<file path="src/rtl/cache_pkg.sv">
`default_nettype none
// ============================================================================
// Module      : cache_pkg
// Description : Shared opcodes, default widths and command-word field
//               position helpers for the fully associative cache.
// Revision    : 1.0 - initial release
// ============================================================================
package cache_pkg;

    // Command opcodes carried in the MSBs of vector_in
    localparam logic [1:0] OP_FLUSH = 2'b00;
    localparam logic [1:0] OP_READ  = 2'b01;
    localparam logic [1:0] OP_WRITE = 2'b10;
    localparam logic [1:0] OP_NOP   = 2'b11;

    // Default geometry
    localparam int C_TAG_WIDTH     = 8;
    localparam int C_DATA_WIDTH    = 16;
    localparam int C_ENTRIES_WIDTH = 64;
    localparam int C_OPCODE_WIDTH  = 2;

    // vector_in = {opcode, tag, data}; these return the LSB of each field
    function automatic int opcode_lsb(input int tag_w, input int data_w);
        return tag_w + data_w;
    endfunction

    function automatic int tag_lsb(input int data_w);
        return data_w;
    endfunction

    function automatic int data_lsb();
        return 0;
    endfunction

endpackage : cache_pkg
`default_nettype wire

</file>
<file path="src/rtl/cache_match.sv">
`default_nettype none
// ============================================================================
// Module      : cache_match
// Description : Combinational parallel tag compare over all valid entries,
//               plus lowest-index free-entry search.
// Revision    : 1.0 - initial release
// ============================================================================
module cache_match
    import cache_pkg::*;
#(
    parameter int TAG_WIDTH     = C_TAG_WIDTH,
    parameter int ENTRIES_WIDTH = C_ENTRIES_WIDTH,
    localparam int IDX_WIDTH    = $clog2(ENTRIES_WIDTH)
) (
    input  logic [ENTRIES_WIDTH-1:0]                i_valid,
    input  logic [ENTRIES_WIDTH-1:0][TAG_WIDTH-1:0] i_tags,
    input  logic [TAG_WIDTH-1:0]                    i_lookup_tag,
    output logic                                    o_hit,
    output logic [IDX_WIDTH-1:0]                    o_hit_index,
    output logic                                    o_free_found,
    output logic [IDX_WIDTH-1:0]                    o_first_free_index
);

    // Scan upward; the first match/free slot found wins, giving lowest index
    always_comb begin
        o_hit              = 1'b0;
        o_hit_index        = '0;
        o_free_found       = 1'b0;
        o_first_free_index = '0;
        for (int i = 0; i < ENTRIES_WIDTH; i++) begin
            if (!o_hit && i_valid[i] && (i_tags[i] == i_lookup_tag)) begin
                o_hit       = 1'b1;
                o_hit_index = i[IDX_WIDTH-1:0];
            end
            if (!o_free_found && !i_valid[i]) begin
                o_free_found       = 1'b1;
                o_first_free_index = i[IDX_WIDTH-1:0];
            end
        end
    end

endmodule : cache_match
`default_nettype wire

</file>
<file path="src/rtl/cache.sv">
`default_nettype none
// ============================================================================
// Module      : cache
// Description : Fully associative tag/data cache, one command per clock.
//               Optional hit/miss statistics counters when CACHE_STATS_EN
//               is defined.
// Revision    : 1.0 - initial release
// ============================================================================
module cache
    import cache_pkg::*;
#(
    parameter int TAG_WIDTH     = C_TAG_WIDTH,
    parameter int DATA_WIDTH    = C_DATA_WIDTH,
    parameter int ENTRIES_WIDTH = C_ENTRIES_WIDTH,
    parameter int OPCODE_WIDTH  = C_OPCODE_WIDTH
) (
    input  logic                                      clk,
    input  logic                                      rst_n,
    input  logic                                      enable,
    input  logic [OPCODE_WIDTH+TAG_WIDTH+DATA_WIDTH-1:0] vector_in,
    output logic [DATA_WIDTH-1:0]                     data_out,
    output logic [DATA_WIDTH-1:0]                     data_out_miss,
    output logic [TAG_WIDTH-1:0]                      tag_out_miss,
`ifdef CACHE_STATS_EN
    output logic [15:0]                               hit_count,
    output logic [15:0]                               miss_count,
`endif
    output logic                                      hit_miss_out
);

    localparam int                    c_idx_width = $clog2(ENTRIES_WIDTH);
    localparam int                    c_op_lsb    = opcode_lsb(TAG_WIDTH, DATA_WIDTH);
    localparam int                    c_tag_lsb   = tag_lsb(DATA_WIDTH);
    localparam int                    c_data_lsb  = data_lsb();
    localparam logic [c_idx_width-1:0] c_last_idx = c_idx_width'(ENTRIES_WIDTH - 1);

    logic [ENTRIES_WIDTH-1:0]                 r_valid;
    logic [ENTRIES_WIDTH-1:0][TAG_WIDTH-1:0]  r_tags;
    logic [ENTRIES_WIDTH-1:0][DATA_WIDTH-1:0] r_data;
    logic [c_idx_width-1:0]                   r_ptr;

    logic [DATA_WIDTH-1:0] r_data_out;
    logic [DATA_WIDTH-1:0] r_data_out_miss;
    logic [TAG_WIDTH-1:0]  r_tag_out_miss;
    logic                  r_hit;

    logic [OPCODE_WIDTH-1:0] w_opcode;
    logic [TAG_WIDTH-1:0]    w_tag;
    logic [DATA_WIDTH-1:0]   w_data;
    logic                    w_hit;
    logic [c_idx_width-1:0]  w_hit_idx;
    logic                    w_free;
    logic [c_idx_width-1:0]  w_free_idx;
    logic [c_idx_width-1:0]  w_wr_idx;
    logic [c_idx_width-1:0]  w_ptr_next;
    logic                    w_exec;

    assign w_opcode = vector_in[c_op_lsb +: OPCODE_WIDTH];
    assign w_tag    = vector_in[c_tag_lsb +: TAG_WIDTH];
    assign w_data   = vector_in[c_data_lsb +: DATA_WIDTH];
    assign w_exec   = rst_n && !enable;

    cache_match #(
        .TAG_WIDTH     (TAG_WIDTH),
        .ENTRIES_WIDTH (ENTRIES_WIDTH)
    ) u_match (
        .i_valid            (r_valid),
        .i_tags             (r_tags),
        .i_lookup_tag       (w_tag),
        .o_hit              (w_hit),
        .o_hit_index        (w_hit_idx),
        .o_free_found       (w_free),
        .o_first_free_index (w_free_idx)
    );

    // Write target: in-place on hit, else lowest free slot, else the victim
    always_comb begin
        w_wr_idx   = w_hit ? w_hit_idx : (w_free ? w_free_idx : r_ptr);
        w_ptr_next = (r_ptr == c_last_idx) ? '0 : r_ptr + 1'b1;
    end

    // Tag/data storage; contents are meaningless until the valid bit is set
    always_ff @(posedge clk) begin
        if (w_exec && (w_opcode == OP_WRITE)) begin
            r_tags[w_wr_idx] <= w_tag;
            r_data[w_wr_idx] <= w_data;
        end
    end

    // Command execution: valid bits, replacement pointer and output registers
    always_ff @(posedge clk) begin
        if (!rst_n) begin
            r_valid         <= '0;
            r_ptr           <= '0;
            r_data_out      <= '0;
            r_data_out_miss <= '0;
            r_tag_out_miss  <= '0;
            r_hit           <= 1'b0;
        end else if (!enable) begin
            r_hit           <= 1'b0;
            r_data_out_miss <= '0;
            r_tag_out_miss  <= '0;
            case (w_opcode)
                OP_READ: begin
                    if (w_hit) begin
                        r_hit      <= 1'b1;
                        r_data_out <= r_data[w_hit_idx];
                    end else begin
                        r_data_out     <= '0;
                        r_tag_out_miss <= w_tag;
                    end
                end
                OP_WRITE: begin
                    if (w_hit) begin
                        r_hit <= 1'b1;
                    end else if (w_free) begin
                        r_valid[w_free_idx] <= 1'b1;
                    end else begin
                        r_tag_out_miss  <= r_tags[r_ptr];
                        r_data_out_miss <= r_data[r_ptr];
                        r_ptr           <= w_ptr_next;
                    end
                end
                OP_FLUSH: begin
                    r_valid <= '0;
                    r_ptr   <= '0;
                end
                default: ;
            endcase
        end
    end

    assign data_out      = r_data_out;
    assign data_out_miss = r_data_out_miss;
    assign tag_out_miss  = r_tag_out_miss;
    assign hit_miss_out  = r_hit;

`ifdef CACHE_STATS_EN
    logic [15:0] r_hit_count;
    logic [15:0] r_miss_count;

    // Saturating hit/miss counters; only reset clears them, FLUSH does not
    always_ff @(posedge clk) begin
        if (!rst_n) begin
            r_hit_count  <= '0;
            r_miss_count <= '0;
        end else if (!enable && ((w_opcode == OP_READ) || (w_opcode == OP_WRITE))) begin
            if (w_hit) begin
                if (r_hit_count != 16'hFFFF) r_hit_count <= r_hit_count + 16'd1;
            end else begin
                if (r_miss_count != 16'hFFFF) r_miss_count <= r_miss_count + 16'd1;
            end
        end
    end

    assign hit_count  = r_hit_count;
    assign miss_count = r_miss_count;
`endif

endmodule : cache
`default_nettype wire

</file>
<file path="config.mk">
export PLATFORM = sky130hd
export DESIGN_NAME = cache
export DESIGN_NICKNAME = d
export VERILOG_FILES = /design/src/rtl/cache_pkg.sv /design/src/rtl/cache_match.sv /design/src/rtl/cache.sv
export SDC_FILE = /design/constraint.sdc
export NUM_CORES = 2
export LEC_CHECK = 0
export CAP_MARGIN = 10
export CELL_PAD_IN_SITES_DETAIL_PLACEMENT = 1
export CELL_PAD_IN_SITES_GLOBAL_PLACEMENT = 2
export CORE_MARGIN = 2
export CORE_UTILIZATION = 35
export CTS_BUF_LIST = sky130_fd_sc_hd__clkbuf_2
export DETAILED_ROUTE_END_ITERATION = 6
export PLACE_DENSITY_LB_ADDON = 0.12
export SLEW_MARGIN = 40
export SYNTH_ARGS = -nofsm -noshare
export SYNTH_HDL_FRONTEND = slang
export SYNTH_SLANG_ARGS = --single-unit
</file>
<file path="constraint.sdc">
create_clock -name clk -period 7.7 [get_ports clk]
set_clock_uncertainty 0.15 [all_clocks]
set_input_delay 1.155 -clock clk [delete_from_list [all_inputs] [get_ports clk]]
set_output_delay 1.155 -clock clk [all_outputs]
set_load 0.03 [all_outputs]
</file>
==> impl_metrics.py <==
metrics = {
    "grt": {
        "grt_max_degree": 105,
        "grt_pass1_vias": 54824,
        "grt.total_usage_pct": 26.5,
        "antenna_found_initial": 9,
        "grt_pass1_wl_um": 437000,
        "grt-ovfl-total": 0,
    },
    "sta": {
        "slew_headroom_pct": 14.0,
        "rsz0062_at_grt": "false",
        "fin_crit_ns": 6.78,
        "worstMarginPinSlew_ns": 1.29,
        "max_freq_mhz": 147,
        "finalSetupViolations": 0,
        "final_hold_viol_count": 0,
        "finalSetupTns_ns": 0,
        "period_share_pct": 88.1,
        "maxSlewViolCount": 0,
    },
    "critical_path": {
        "cp-start-kind": "input port",
        "cp-end-kind": "register",
        "cp_slowest_cell": "dlygate4sd3_1",
        "crit_type": "in2reg",
        "critPathMaxFanout": 54,
        "path_cells": "dlygate4sd3_1, buf_6, dlygate4sd3_1, buf_12, xnor2_1, nand3_1, nor4_1, nor4_4, and4b_1, o31a_1, nor3_1, buf_4, o211ai_1, nor2_4, buf_4, buf_12, buf_4, nand3_1, nand4_1, o21ai_0, o21bai_1, nand4_1",
        "cpMostUsedCell": "buf_4",
        "path_buf_inv": 8,
        "crit_arrival_ns": 8.40,
        "required_ns": 9.32,
        "crit_family": "buffers and inverters",
        "critPathMaxStageDelay_ns": 1.13,
    },
    "cts": {
        "insertion_delay_ns": 1.95,
        "cts_resized": 0,
        "cts_buffer_depth": 4,
        "clk_pin_slew_worst_paths_ns": 0.10,
        "cts_made_buffers": 463,
        "clkSinkCount": 1647,
        "h-tree-depth": 5,
        "root_buffer": "clkbuf_2",
        "cts_tree": "built",
    },
    "die": {
        "ioPinCount": 70,
        "row_count": 176,
        "initial_core_util_pct": 35.2,
        "dieHeight_um": 484,
        "die-area_mm2": 0.235,
        "fp.coreArea_mm2": 0.230,
        "die_w_um": 484,
    },
    "yosys": {
        "syn_area_mm2": 0.0808,
        "synth_edf_count": 1536,
        "synth_cells": 5218,
        "ys_types": 97,
        "syn_area_per_cell_um2": 15.5,
        "synth_flop_cell": "edfxtp_1",
        "ys_ff_latch": 1647,
        "ys_seq_area_share_pct": 59.9,
        "mappedNetlistNets": 5251,
        "yosysWarnings": 0,
        "async_reset_ff_share_pct": 0,
    },
    "detailed_routing": {
        "m1WireLength_um": 131000,
        "route.met3.wl_um": 15000,
        "ant_nets": 0,
        "drc": 0,
        "drt-wirelength-per-cell_um": 34.4,
        "top_layer": "met5",
        "vias_per_cell": 5.70,
        "drt-initial-drc-count": 4425,
        "wirelength_um": 315000,
        "wl_met2_um": 157000,
        "vias": 52135,
        "drtPass1Iterations": 5,
    },
    "cells_and_area": {
        "nets": 5788,
        "finish.utilization_pct": 39.9,
        "final_area_mm2": 0.0917,
        "finalNonFillerCells": 9139,
        "area_growth_pct": 13.6,
        "drive_gt1_share_pct": 28.3,
    },
    "status": {
        "status": "complete, no violations",
    },
    "placed_design": {
        "placed_area_mm2": 0.0871,
        "portBuffers": 69,
        "dp_hpwl_um": 199000,
        "dp_cells": 8265,
        "routabilityCongestion": 0.854,
    },
    "power_and_ir_drop": {
        "power.total_uw": 17000,
        "peakVddDrop_mv": 0.133,
        "powerDensity_mw_per_mm2": 185,
        "leakagePower_uw": 0.0282,
    },
    "min_path": {
        "hp-class": "in2reg",
    },
    "flow_run": {
        "drv_cap": 0,
    },
}
## state kept, by name, indices dropped and copies added, names as in the netlist
signal	count
r_data	1024
hit_miss_out	1
data_out	16
r_tags	512
data_out_miss	16
r_valid	64
r_ptr	6
tag_out_miss	8
## cells in the mapped netlist (26+ instances only)
cell	instances	area, um2
buf_6	67	754
nor2_1	240	901
edfxtp_1	1536	46100
mux2_2	61	687
a21oi_1	139	696
nor4_1	36	225
mux4_2	504	11400
buf_4	47	353
nand2_1	362	1360
nand4_1	97	607
xnor2_1	374	3280
nor3_1	88	440
nand3_1	250	1250
dfxtp_1	111	2220
o22ai_1	27	169
a22o_1	28	245
o21ai_0	46	230
a21boi_0	26	195
xor2_1	141	1230
mux2i_1	497	4970
buf_1	60	225
clkbuf_1	111	417
buf_2	42	210
## stage by stage
stage | hold slack [ns] | setup slack [ns]
final | 0.230 | 0.920
after global routing | 0.0148 | 0.911
after CTS | 0.000328 | 1.11
after detailed placement | 0.319 | 0.663
after global placement | 0.316 | 0.480
after floorplan | 0.300 | 1.87
## final timing paths
kind / from / to / slack [ns] / depth (start not counted)
worst max-delay path: vector_in[22] / data_out[3] / 0.92 / 22
worst min-delay path: vector_in[9] / r_data[1017] / 0.23 / 2
worst max register to register: r_valid[4] / r_data[128] / 1.82 / 13
worst min register to register: data_out_miss[1] / data_out_miss[1] / 0.33 / 2
## layer usage
metal,GRT usage [%],vias to the layer above
li1,-,21956
met1,34.4,27953
met2,45.0,1701
met3,3.68,521
met4,9.89,4
met5,0,-
## cell usage in the layout, fill, tap and decap left out, drive strengths merged, types with 15 or more instances in the layout
| master | count |
|---|---|
| xnor2 | 374 |
| xor2 | 142 |
| o21ai | 60 |
| clkinv | 107 |
| o22ai | 27 |
| nand2 | 363 |
| dfxtp | 111 |
| nand4 | 97 |
| nor2b | 20 |
| nand3 | 253 |
| a22o | 28 |
| a31oi | 18 |
| a221o | 16 |
| mux2 | 73 |
| inv | 27 |
| a21boi | 28 |
| dlygate4sd3 | 47 |
| a22oi | 19 |
| edfxtp | 1536 |
| a211oi | 16 |
| nor4 | 46 |
| mux2i | 497 |
| mux4 | 504 |
| clkbuf | 690 |
| nor3 | 93 |
| clkdlybuf4s50 | 43 |
| diode | 15 |
| a21oi | 140 |
| nor2 | 249 |
| buf | 311 |
## area by class of cell
type | instances | area (um2)
Fill cell | 23296 | 138000
Sequential cell | 1647 | 48400
Multi-Input combinational cell | 3219 | 30900
Timing Repair Buffer | 401 | 4500
Tap cell | 3026 | 3790
Clock buffer | 690 | 3450
Clock inverter | 118 | 581
Inverter | 23 | 86.3
Antenna cell | 15 | 37.5
## worst reg2reg max path, delay by kind of cell (launching register included)
family	cells	cell delay, ns
flip-flops	1	0.57
AND/OR/NAND/NOR	10	3.84
AO/OA/AOI/OAI	2	0.37
buffers and inverters	1	0.47
## logic make-up (layout without fill, tap and decap cells)
family	Yosys count	in the layout	share of synthesized area [%]
buf+inv	352	1232	2.58
other cells	0	15	0
flops	1647	1647	59.9
mux	1074	1074	21.2
simple gates	1191	1191	7.09
xor+xnor	516	516	5.61
compound gates	434	434	3.57
fa+ha+maj	4	4	0.0620
## repair_timing
item	4_1_cts	5_1_grt
hold endpoints to repair	1578	0
buffers inserted	0	0
endpoints found under the setup margin	0	0
hold buffers	51	0
## report_power, final
part           switching (uW)  internal, uW  leakage [uW]
registers                9.51          9760        0.0147
logic                     490           307        0.0103
clock network            3900          2510       0.00313
(Power assumes the default switching activity.)
